--- src/rtl/mux_scan_pkg.sv ---
// mux_scan_pkg: shared mode/state encodings and sizing helper for the mux_scan block.
`default_nettype none

package mux_scan_pkg;

  typedef enum logic {
    ST_MANUAL = 1'b0,
    ST_SCAN   = 1'b1
  } state_e;

  localparam logic MODE_MANUAL = 1'b0;
  localparam logic MODE_SCAN   = 1'b1;

  function automatic int dwell_width(input int dwell);
    return $clog2(dwell + 1);
  endfunction

endpackage

`default_nettype wire

--- src/rtl/mux_scan_ctr.sv ---
// mux_scan_ctr: dwell and channel counters for SCAN mode, plus the registered WRAP pulse.
`default_nettype none

module mux_scan_ctr
  import mux_scan_pkg::*;
#(
  parameter int CHANNELS = 4,
  parameter int SEL_W    = 2,
  parameter int DWELL    = 1
) (
  input  logic             CLK,
  input  logic             RST_N,
  input  logic             EN,
  input  logic             LOAD,
  input  logic             ACTIVE,
  input  logic [SEL_W-1:0] LOAD_VAL,
  output logic [SEL_W-1:0] CH,
  output logic             WRAP
);

  localparam int DW_W = dwell_width(DWELL);
  localparam logic [SEL_W-1:0] LAST_CH   = SEL_W'(CHANNELS - 1);
  localparam logic [DW_W-1:0]  DWELL_MAX = DW_W'(DWELL);

  logic [SEL_W-1:0] ch_q, ch_d;
  logic [DW_W-1:0]  dwell_q, dwell_d;
  logic             wrap_q, wrap_d;

  always_comb begin
    ch_d    = ch_q;
    dwell_d = dwell_q;
    wrap_d  = 1'b0;
    if (EN) begin
      if (LOAD) begin
        ch_d    = LOAD_VAL;
        dwell_d = DW_W'(1);
      end else if (ACTIVE) begin
        if (dwell_q == DWELL_MAX) begin
          dwell_d = DW_W'(1);
          if (ch_q == LAST_CH) begin
            ch_d   = '0;
            wrap_d = 1'b1;
          end else begin
            ch_d = ch_q + SEL_W'(1);
          end
        end else begin
          dwell_d = dwell_q + DW_W'(1);
        end
      end else begin
        dwell_d = '0;
      end
    end
  end

  always_ff @(posedge CLK or negedge RST_N) begin
    if (!RST_N) begin
      ch_q    <= '0;
      dwell_q <= '0;
      wrap_q  <= 1'b0;
    end else begin
      ch_q    <= ch_d;
      dwell_q <= dwell_d;
      wrap_q  <= wrap_d;
    end
  end

  // CH is the channel that will be current after this edge, so the top can register its word now
  assign CH   = ch_d;
  assign WRAP = wrap_q;

endmodule

`default_nettype wire

--- src/rtl/mux_scan.sv ---
// mux_scan: registered N-channel word multiplexer with MANUAL select and timed SCAN modes.
`default_nettype none

module mux_scan
  import mux_scan_pkg::*;
#(
  parameter int WIDTH    = 1,
  parameter int CHANNELS = 4,
  parameter int SEL_W    = 2,
  parameter int DWELL    = 1
) (
  input  logic                      CLK,
  input  logic                      RST_N,
  input  logic [CHANNELS*WIDTH-1:0] X,
  input  logic [SEL_W-1:0]          S,
  input  logic                      MODE,
  input  logic                      EN,
  output logic [WIDTH-1:0]          Y,
  output logic [SEL_W-1:0]          CH,
  output logic                      VALID,
  output logic                      WRAP
);

  localparam int XW    = CHANNELS * WIDTH;
  localparam int OFF_W = $clog2(XW);
  localparam logic [SEL_W:0] NUM_CH = (SEL_W + 1)'(CHANNELS);

  state_e           state_q, state_d;
  logic [WIDTH-1:0] y_q, y_d;
  logic [SEL_W-1:0] ch_q, ch_d;
  logic             valid_q, valid_d;

  logic             s_ok;
  logic [SEL_W-1:0] start_ch;
  logic [SEL_W-1:0] scan_ch;
  logic [SEL_W-1:0] sel;
  logic [OFF_W-1:0] off;
  logic [WIDTH-1:0] word;
  logic             load;
  logic             active;

  assign s_ok     = ({1'b0, S} < NUM_CH);
  assign start_ch = s_ok ? S : '0;
  assign load     = EN && (state_q == ST_MANUAL) && (MODE == MODE_SCAN);
  assign active   = EN && (state_q == ST_SCAN) && (MODE == MODE_SCAN);

  mux_scan_ctr #(
    .CHANNELS(CHANNELS),
    .SEL_W   (SEL_W),
    .DWELL   (DWELL)
  ) u_ctr (
    .CLK     (CLK),
    .RST_N   (RST_N),
    .EN      (EN),
    .LOAD    (load),
    .ACTIVE  (active),
    .LOAD_VAL(start_ch),
    .CH      (scan_ch),
    .WRAP    (WRAP)
  );

  // Out-of-range selects may alias after truncation; they are masked to zero below
  assign sel  = (MODE == MODE_SCAN) ? scan_ch : S;
  assign off  = OFF_W'(sel) * OFF_W'(WIDTH);
  assign word = X[off +: WIDTH];

  always_comb begin
    state_d = state_q;
    y_d     = y_q;
    ch_d    = ch_q;
    valid_d = valid_q;
    if (EN) begin
      state_d = state_e'(MODE);
      ch_d    = sel;
      if (MODE == MODE_SCAN) begin
        y_d     = word;
        valid_d = 1'b1;
      end else begin
        y_d     = s_ok ? word : '0;
        valid_d = s_ok;
      end
    end
  end

  always_ff @(posedge CLK or negedge RST_N) begin
    if (!RST_N) begin
      state_q <= ST_MANUAL;
      y_q     <= '0;
      ch_q    <= '0;
      valid_q <= 1'b0;
    end else begin
      state_q <= state_d;
      y_q     <= y_d;
      ch_q    <= ch_d;
      valid_q <= valid_d;
    end
  end

  assign Y     = y_q;
  assign CH    = ch_q;
  assign VALID = valid_q;

endmodule

`default_nettype wire

--- config.mk ---
export PLATFORM = sky130hd
export DESIGN_NAME = mux_scan
export DESIGN_NICKNAME = d
export VERILOG_FILES = /design/src/rtl/mux_scan_pkg.sv /design/src/rtl/mux_scan_ctr.sv /design/src/rtl/mux_scan.sv
export SDC_FILE = /design/constraint.sdc
export NUM_CORES = 1
export LEC_CHECK = 0
export ABC_CLOCK_PERIOD_IN_PS = 2400
export CORE_AREA = 2 2 39 41
export CTS_CLUSTER_DIAMETER = 40
export CTS_CLUSTER_SIZE = 12
export DETAILED_ROUTE_END_ITERATION = 6
export DIE_AREA = 0 0 41 43
export HOLD_SLACK_MARGIN = 0.06
export PLACE_DENSITY = 0.62
export SLEW_MARGIN = 10
export SYNTH_ARGS = -nofsm -noshare
export SYNTH_HDL_FRONTEND = slang
export SYNTH_HIERARCHICAL = 1
export SYNTH_SLANG_ARGS = --single-unit
--- constraint.sdc ---
create_clock -name CLK -period 2.4 [get_ports CLK]
set_input_delay 0.72 -clock CLK [delete_from_list [all_inputs] [get_ports CLK]]
set_output_delay 0.72 -clock CLK [all_outputs]
set_load 0.03 [all_outputs]
==> reports/qor.yml, run 1 <==
outcome:
  run_status: "complete, no violations"
logic_synthesis:
  synth-seq-cells: 9
  netlist.top_cell.by_area: "dfrtp_1"
  synth_area_leaders: "dfrtp_1 46%, nor2_1 5.4%, a21oi_1 4.1%"
  ys_async_sr_fraction_pct: 100.0
  synthTopCellsByCount: "9 x dfrtp_1, 7 x nor2_1, 5 x nand2_1"
  yosys.cell_types.count: 23
  synth.yosys.seq_area_share_pct: 45.92
  postSynthCellCount: 52
  synth.top_cell.area_share_pct: 45.92
  syn-mean-instance-area_um2: 9.432
  synthFlopType: "dfrtp_1"
  synth_edf_count: 0
  yosysWarnings: 6
  synth_nets: 63
  synth.most_common_cell: "dfrtp_1"
  summed_instance_area_of_the_synthesized_netlist_um2: 490.5
route:
  first_pass_iters: 4
  dr_total_vias: 476
  wl_per_cell_um: 11.72
  detail_route.iter0.violations: 11
  drt.antenna.violating_nets: 0
  routed_via_density: 5.064
  detail_route.drc_violations: 0
  routed_wire_length_um: 1102
setup_path:
  worst_ep_arrival_time_ns: 2.16
  timing.critical_path.from_type: "input port"
  critPathCaptureType: "flop"
  crit_path_max_fanout: 4
  worstPathRequired_ns: 2.53
  criticalPathCategory: "input port to flop"
die:
  top_level_ports: 15
  initial_core_util_pct: 35.44
  fp-row-count: 14
  fp.dieH_um: 43
  area_of_the_die_um2: 1763
  coreArea_um2: 1384
  chipWidth_um: 41
finish:
  finalInstanceArea_um2: 769.5
  filler_cell_count_in_the_final_layout: 131
  design.final.nets: 90
  final_core_occ_pct: 55.61
  instances_no_fill: 94
  drive_gt1_share_pct: 28.21
  area_growth_syn_to_layout_pct: 56.89
  antenna_cells: 0
min_path:
  hold_path_class: "flop to flop"
power_and_ir_drop:
  combPwrFrac_pct: 33.7
  power_density_nw_per_um2: 590.5
  p_sw_share_pct: 31.01
  clockPowerShare_pct: 25.4
  internal_power_mw: 0.3135
  finalPower_mw: 0.4544
  seq_power_share_pct: 41.0
  leakagePower_nw: 0.3417
  power.switching_mw: 0.1409
  peak_vdd_ir_uv: 392.2
sta:
  finalMaxSlewViolations: 0
  hold_viol_final: 0
  final.setup_skew_ns: 0.005293
  holdWs_ns: 0.4717
  final_period_minus_worst_setup_slack_ns: 2.024
  report.final.setup_viol: 0
  setup_ws_ns: 0.3759
  normalized_max_slew_margin_pct: 72.98
  worst_slew_pin_slew_ns: 0.4040
  final_min_period_over_clock_period_pct: 84.34
  fin_tns_setup_ns: 0
  max_freq_mhz: 494.0
  unrepaired_setup_endpoints_after_global_routing: "false"
global_route:
  grt_first_pass_wirelength_um: 1807
  globalRouteTotalUtil_pct: 15.28
  grt_antenna_before_repair: 0
  number_of_global_route_vias_before_repair: 432
  grt_max_degree: 17
  grt-ovfl-total: 0
placement:
  place.detailed.instances: 90
  portBuffers: 14
  routabilityCongestion: 0.7173
  placed_area_um2: 710.7
  dpl.hpwl_um: 818.3
  pre_cts_ws_ns: -0.2891
clocking:
  cts.sink_count: 9
  cts_buffers: 3
  tritoncts: "yes"
  clock_latency_ns: 0.26
  ctsLongestPathBuffers: 2
  clk_root_buffer_cell: "clkbuf_4"
  htree_num_levels: 1
  worst_setup_hold_path_clk_slew_ns: 0.06
flow_run:
  timing.max_cap.violations: 0
-- power groups by stage --
stage	Sequential (mW)	Clock, mW	Combinational, mW
after detailed placement	0.188	0	0.145
after floorplan	0.204	0	0.0613
final	0.186	0.115	0.153
after CTS	0.185	0.121	0.147
after global placement	0.188	0	0.143
after global routing	0.189	0.131	0.167
-- cell families after synthesis --
logic type	count (synthesis)	synth area share, %
DFF	9	45.92
and+or+nand+nor	21	21.94
adders and majority gates	1	2.551
muxes	2	4.846
AOI/OAI and AO/OA	16	20.92
buffers and inverters	3	3.825
-- worst max-delay path: stages --
cell and delay [ns]:
dlymetal6s2s_1 0.15, nand2_2 0.12, nor2_4 0.17, nand2_2 0.08
o41ai_2 0.26, a22o_1 0.24, nor2b_4 0.16, nor3b_2 0.04
o21ai_1 0.12, a31oi_1 0.09
-- final timing paths --
check / end / depth (start not counted) / slack, ns / startpoint
worst max-delay path: Y$_DFFE_PN0P_ / 10 / 0.38 / MODE
worst min-delay path: VALID$_DFFE_PN0P_ / 1 / 0.47 / VALID$_DFFE_PN0P_
worst max register to register: Y$_DFFE_PN0P_ / 7 / 0.65 / u_ctr/ch_q[0]$_DFF_PN0_
worst min register to register: VALID$_DFFE_PN0P_ / 1 / 0.47 / VALID$_DFFE_PN0P_
max in group asynchronous: CH[0]$_DFFE_PN0P_ / 1 / 1.36 / RST_N
min in group asynchronous: u_ctr/WRAP$_DFF_PN0_ / 1 / 0.75 / RST_N
-- final cells by class --
class,count,area (µm²),area share (%)
multi-input cells,40,274.0,35.61
clock buffers,4,26.28,3.415
repair buffers,24,220.2,28.62
inverters,1,3.754,0.4878
flip-flops and latches,9,225.2,29.27
well taps,16,20.02,2.602
-- flip-flops by register name, summed over array words and instances (netlist names) --
| register | count |
|---|---|
| VALID | 1 |
| CH | 2 |
| u_ctr/WRAP | 1 |
| u_ctr/dwell_q | 1 |
| u_ctr/ch_q | 2 |
| Y | 1 |
| state_q | 1 |
-- what timing repair did --
action | CTS | global route
gates resized for setup | 2 | 8
hold buffers | 0 | 0
pin swaps | 0 | 4
setup buffers | 0 | 0
setup endpoints to repair | 1 | 3
-- layer usage --
metal  global-route usage (%)  wire [µm]  share of wire (%)  up-vias
met5                        0          0                  0        -
met4                    8.000         14                1.3        0
met3                    4.712         57                5.2        2
met2                    20.63        524                 48       16
met1                    21.12        505                 46      223
li1                         -          -                  -      235
-- placed cells by master (no fill, tap or decap), types with 2 or more instances in the layout --
| cell type | Yosys | layout |
|---|---|---|
| a21oi_1 | 4 | 4 |
| nand2_2 | 0 | 2 |
| o21ai_1 | 4 | 4 |
| dfrtp_1 | 9 | 9 |
| a31oi_1 | 2 | 2 |
| clkdlybuf4s50_1 | 0 | 12 |
| nor2_1 | 7 | 5 |
| o21ai_0 | 2 | 2 |
| clkbuf_4 | 0 | 3 |
| buf_4 | 0 | 10 |
| nor2_4 | 0 | 2 |
| nor2b_1 | 3 | 2 |
| nand2_1 | 5 | 3 |
| nor3_1 | 2 | 2 |
| dlymetal6s2s_1 | 0 | 2 |
Power figures use the tool's default switching activity.
==> inputs of run 2 (changes only) <==
ABC_CLOCK_PERIOD_IN_PS = 2100   (was 2400)
clock period = 2.1 ns   (was 2.4 ns; I/O delays follow)
==> run 2 against run 1 <==
Sequential power up 15%. Count of clock-buffer cells in the layout unchanged. Critical endpoint unchanged. Largest power group unchanged. Clock power up 15%. Worst setup slack worse by 0.32 ns.
==> reports/qor.yml, run 2 (synthesis gave the netlist of run 1 again) <==
sta:
  worst_slew_pin_slew_ns: 0.4129  # +0.008966 ns
  normalized_max_slew_margin_pct: 72.38  # -0.60 points
  finalMaxSlewViolations: 0  # unchanged
  holdWs_ns: 0.4832  # +0.01146 ns
  hold_viol_final: 0  # unchanged
  final_period_minus_worst_setup_slack_ns: 2.043
  report.final.setup_viol: 0  # unchanged
  final_min_period_over_clock_period_pct: 97.29
  final.setup_skew_ns: 0.006022  # +0.0007293 ns
  unrepaired_setup_endpoints_after_global_routing: "false"
  fin_tns_setup_ns: 0  # unchanged
  max_freq_mhz: 489.5
global_route:
  globalRouteTotalUtil_pct: 16.01  # +0.72 points
  grt_first_pass_wirelength_um: 1869  # +3.4%
  number_of_global_route_vias_before_repair: 462  # +6.9%
  globalRoute.busiestLayer: "met2"
  grt_max_degree: 17  # unchanged
  globalRouteMet3Util_pct: 3.141  # -1.6 points
  grt_antenna_before_repair: 0  # unchanged
  grt-ovfl-total: 0  # unchanged
  gr-usage-met1_pct: 21.52  # +0.40 points
  grt_util_met2_pct: 22.50  # +1.9 points
die:
  fp.dieH_um: 43  # unchanged
  fp-row-count: 14  # unchanged
  top_level_ports: 15  # unchanged
  initial_core_util_pct: 35.44  # unchanged
  area_of_the_die_um2: 1763  # unchanged
  chipWidth_um: 41  # unchanged
  coreArea_um2: 1384  # unchanged
clocking:
  ctsHoldBuffers: 0  # unchanged
  cts_buffers: 3  # unchanged
  ctsLongestPathBuffers: 2  # unchanged
  worst_setup_hold_path_clk_slew_ns: 0.06  # about the same
  clock_latency_ns: 0.26  # about the same
  tritoncts: "yes"
  htree_num_levels: 1  # unchanged
  cts.sink_count: 9  # unchanged
  clk_root_buffer_cell: "clkbuf_4"
finish:
  most_common_cell_after_layout_fill_and_taps_aside: "clkdlybuf4s50_1"
  design.final.nets: 87  # -3.3%
  finalInstanceArea_um2: 732.0  # -4.9%
  multi_input_area_um2: 266.5  # -2.7%
  area_growth_syn_to_layout_pct: 49.23
  layout.area.seq_um2: 225.2  # unchanged
  antenna_cells: 0  # unchanged
  final_core_occ_pct: 52.89  # -2.7 points
  instances_no_fill: 91  # -3.2%
  drive_gt1_share_pct: 24.00  # -4.2 points
  filler_cell_count_in_the_final_layout: 138  # +5.3%
  layout_common_cells: "12 x clkdlybuf4s50_1, 9 x dfrtp_1, 7 x buf_4"
power_and_ir_drop:
  peak_vdd_ir_uv: 330.8  # -16%
  power_density_nw_per_um2: 692.3  # +17%
  leakagePower_nw: 0.3105  # -9.1%
route:
  dr_total_vias: 452  # -5.0%
  detail_route.drc_violations: 0  # unchanged
  routed_wire_length_um: 1106  # +0.36%
  drt.antenna.violating_nets: 0  # unchanged
  first_pass_iters: 4  # unchanged
  detail_route.iter0.violations: 9  # -2
  routed_via_density: 4.967  # -1.9%
  wl_per_cell_um: 12.15  # +3.7%
setup_path:
  timing.critical_path.from_type: "input port"
  reg2regPathDepth: 7  # unchanged
  crit_path_max_fanout: 4  # unchanged
  critPathCaptureType: "flop"
  worst_ep_arrival_time_ns: 2.18  # +0.02 ns
  worstPathRequired_ns: 2.24  # -0.29 ns
  criticalPathCategory: "input port to flop"
placement:
  routabilityCongestion: 0.7569  # +5.5%
  place.detailed.instances: 86  # -4.4%
  portBuffers: 14  # unchanged
  dpl.hpwl_um: 851.7  # +4.1%
  placed_area_um2: 683.2  # -3.9%
flow_run:
  timing.max_cap.violations: 0  # unchanged
min_path:
  whs_path_depth: 1  # unchanged
  hold_path_class: "flop to flop"
outcome:
  run_status: "complete, no violations"
## run 2: cell type report
| cell class | instances | share of cell area (%) |
|---|---|---|
| clock buffers | 4 | 3.590 |
| inverters | 1 | 0.5128 |
| multi-input cells | 40 | 36.41 |
| flip-flops and latches | 9 | 30.77 |
| well taps | 16 | 2.735 |
| repair buffers | 21 | 25.98 |
## run 2: metal layers
layer	up-vias	wire length, µm
li1	235	-
met2	8	534
met1	207	529
met5	-	0
met4	0	19
met3	2	23
## run 2: what timing repair did
action	CTS	global route
hold endpoints to repair	0	0
pin swaps	3	1
buffers inserted	1	0
setup endpoints to repair	2	1
resized for setup	7	0
## run 2: power by group
group          total [mW]  switching [mW]  internal, mW
sequential          0.213          0.0169         0.196
clock               0.132          0.0591        0.0731
combinational       0.162          0.0828        0.0790
## run 2: stage by stage
stage / setup slack [ns] / power (mW)
final: 0.05689 / 0.5067
after CTS: 0.07511 / 0.5135
after global routing: 0.002968 / 0.5419
after detailed placement: -0.5312 / 0.3710
after global placement: -0.4892 / 0.3655
after floorplan: 0.002139 / 0.3038
## run 2: worst paths after layout
kind	endpoint	from	slack, ns
worst max-delay path	Y$_DFFE_PN0P_	MODE	0.06
worst min-delay path	VALID$_DFFE_PN0P_	VALID$_DFFE_PN0P_	0.48
worst max register to register	Y$_DFFE_PN0P_	u_ctr/ch_q[0]$_DFF_PN0_	0.30
worst min register to register	VALID$_DFFE_PN0P_	VALID$_DFFE_PN0P_	0.48
max in group asynchronous	state_q$_DFFE_PN0P_	RST_N	1.14
min in group asynchronous	CH[0]$_DFFE_PN0P_	RST_N	0.67
## run 2: critical path, cell delays in order
cell and delay [ns]:
dlygate4sd2_1 0.26, nand2_2 0.12, nor2_2 0.06, buf_4 0.14
o41ai_2 0.27, a22o_1 0.25, nor2b_4 0.17, nor3b_2 0.05
o21ai_1 0.14, a31oi_1 0.09
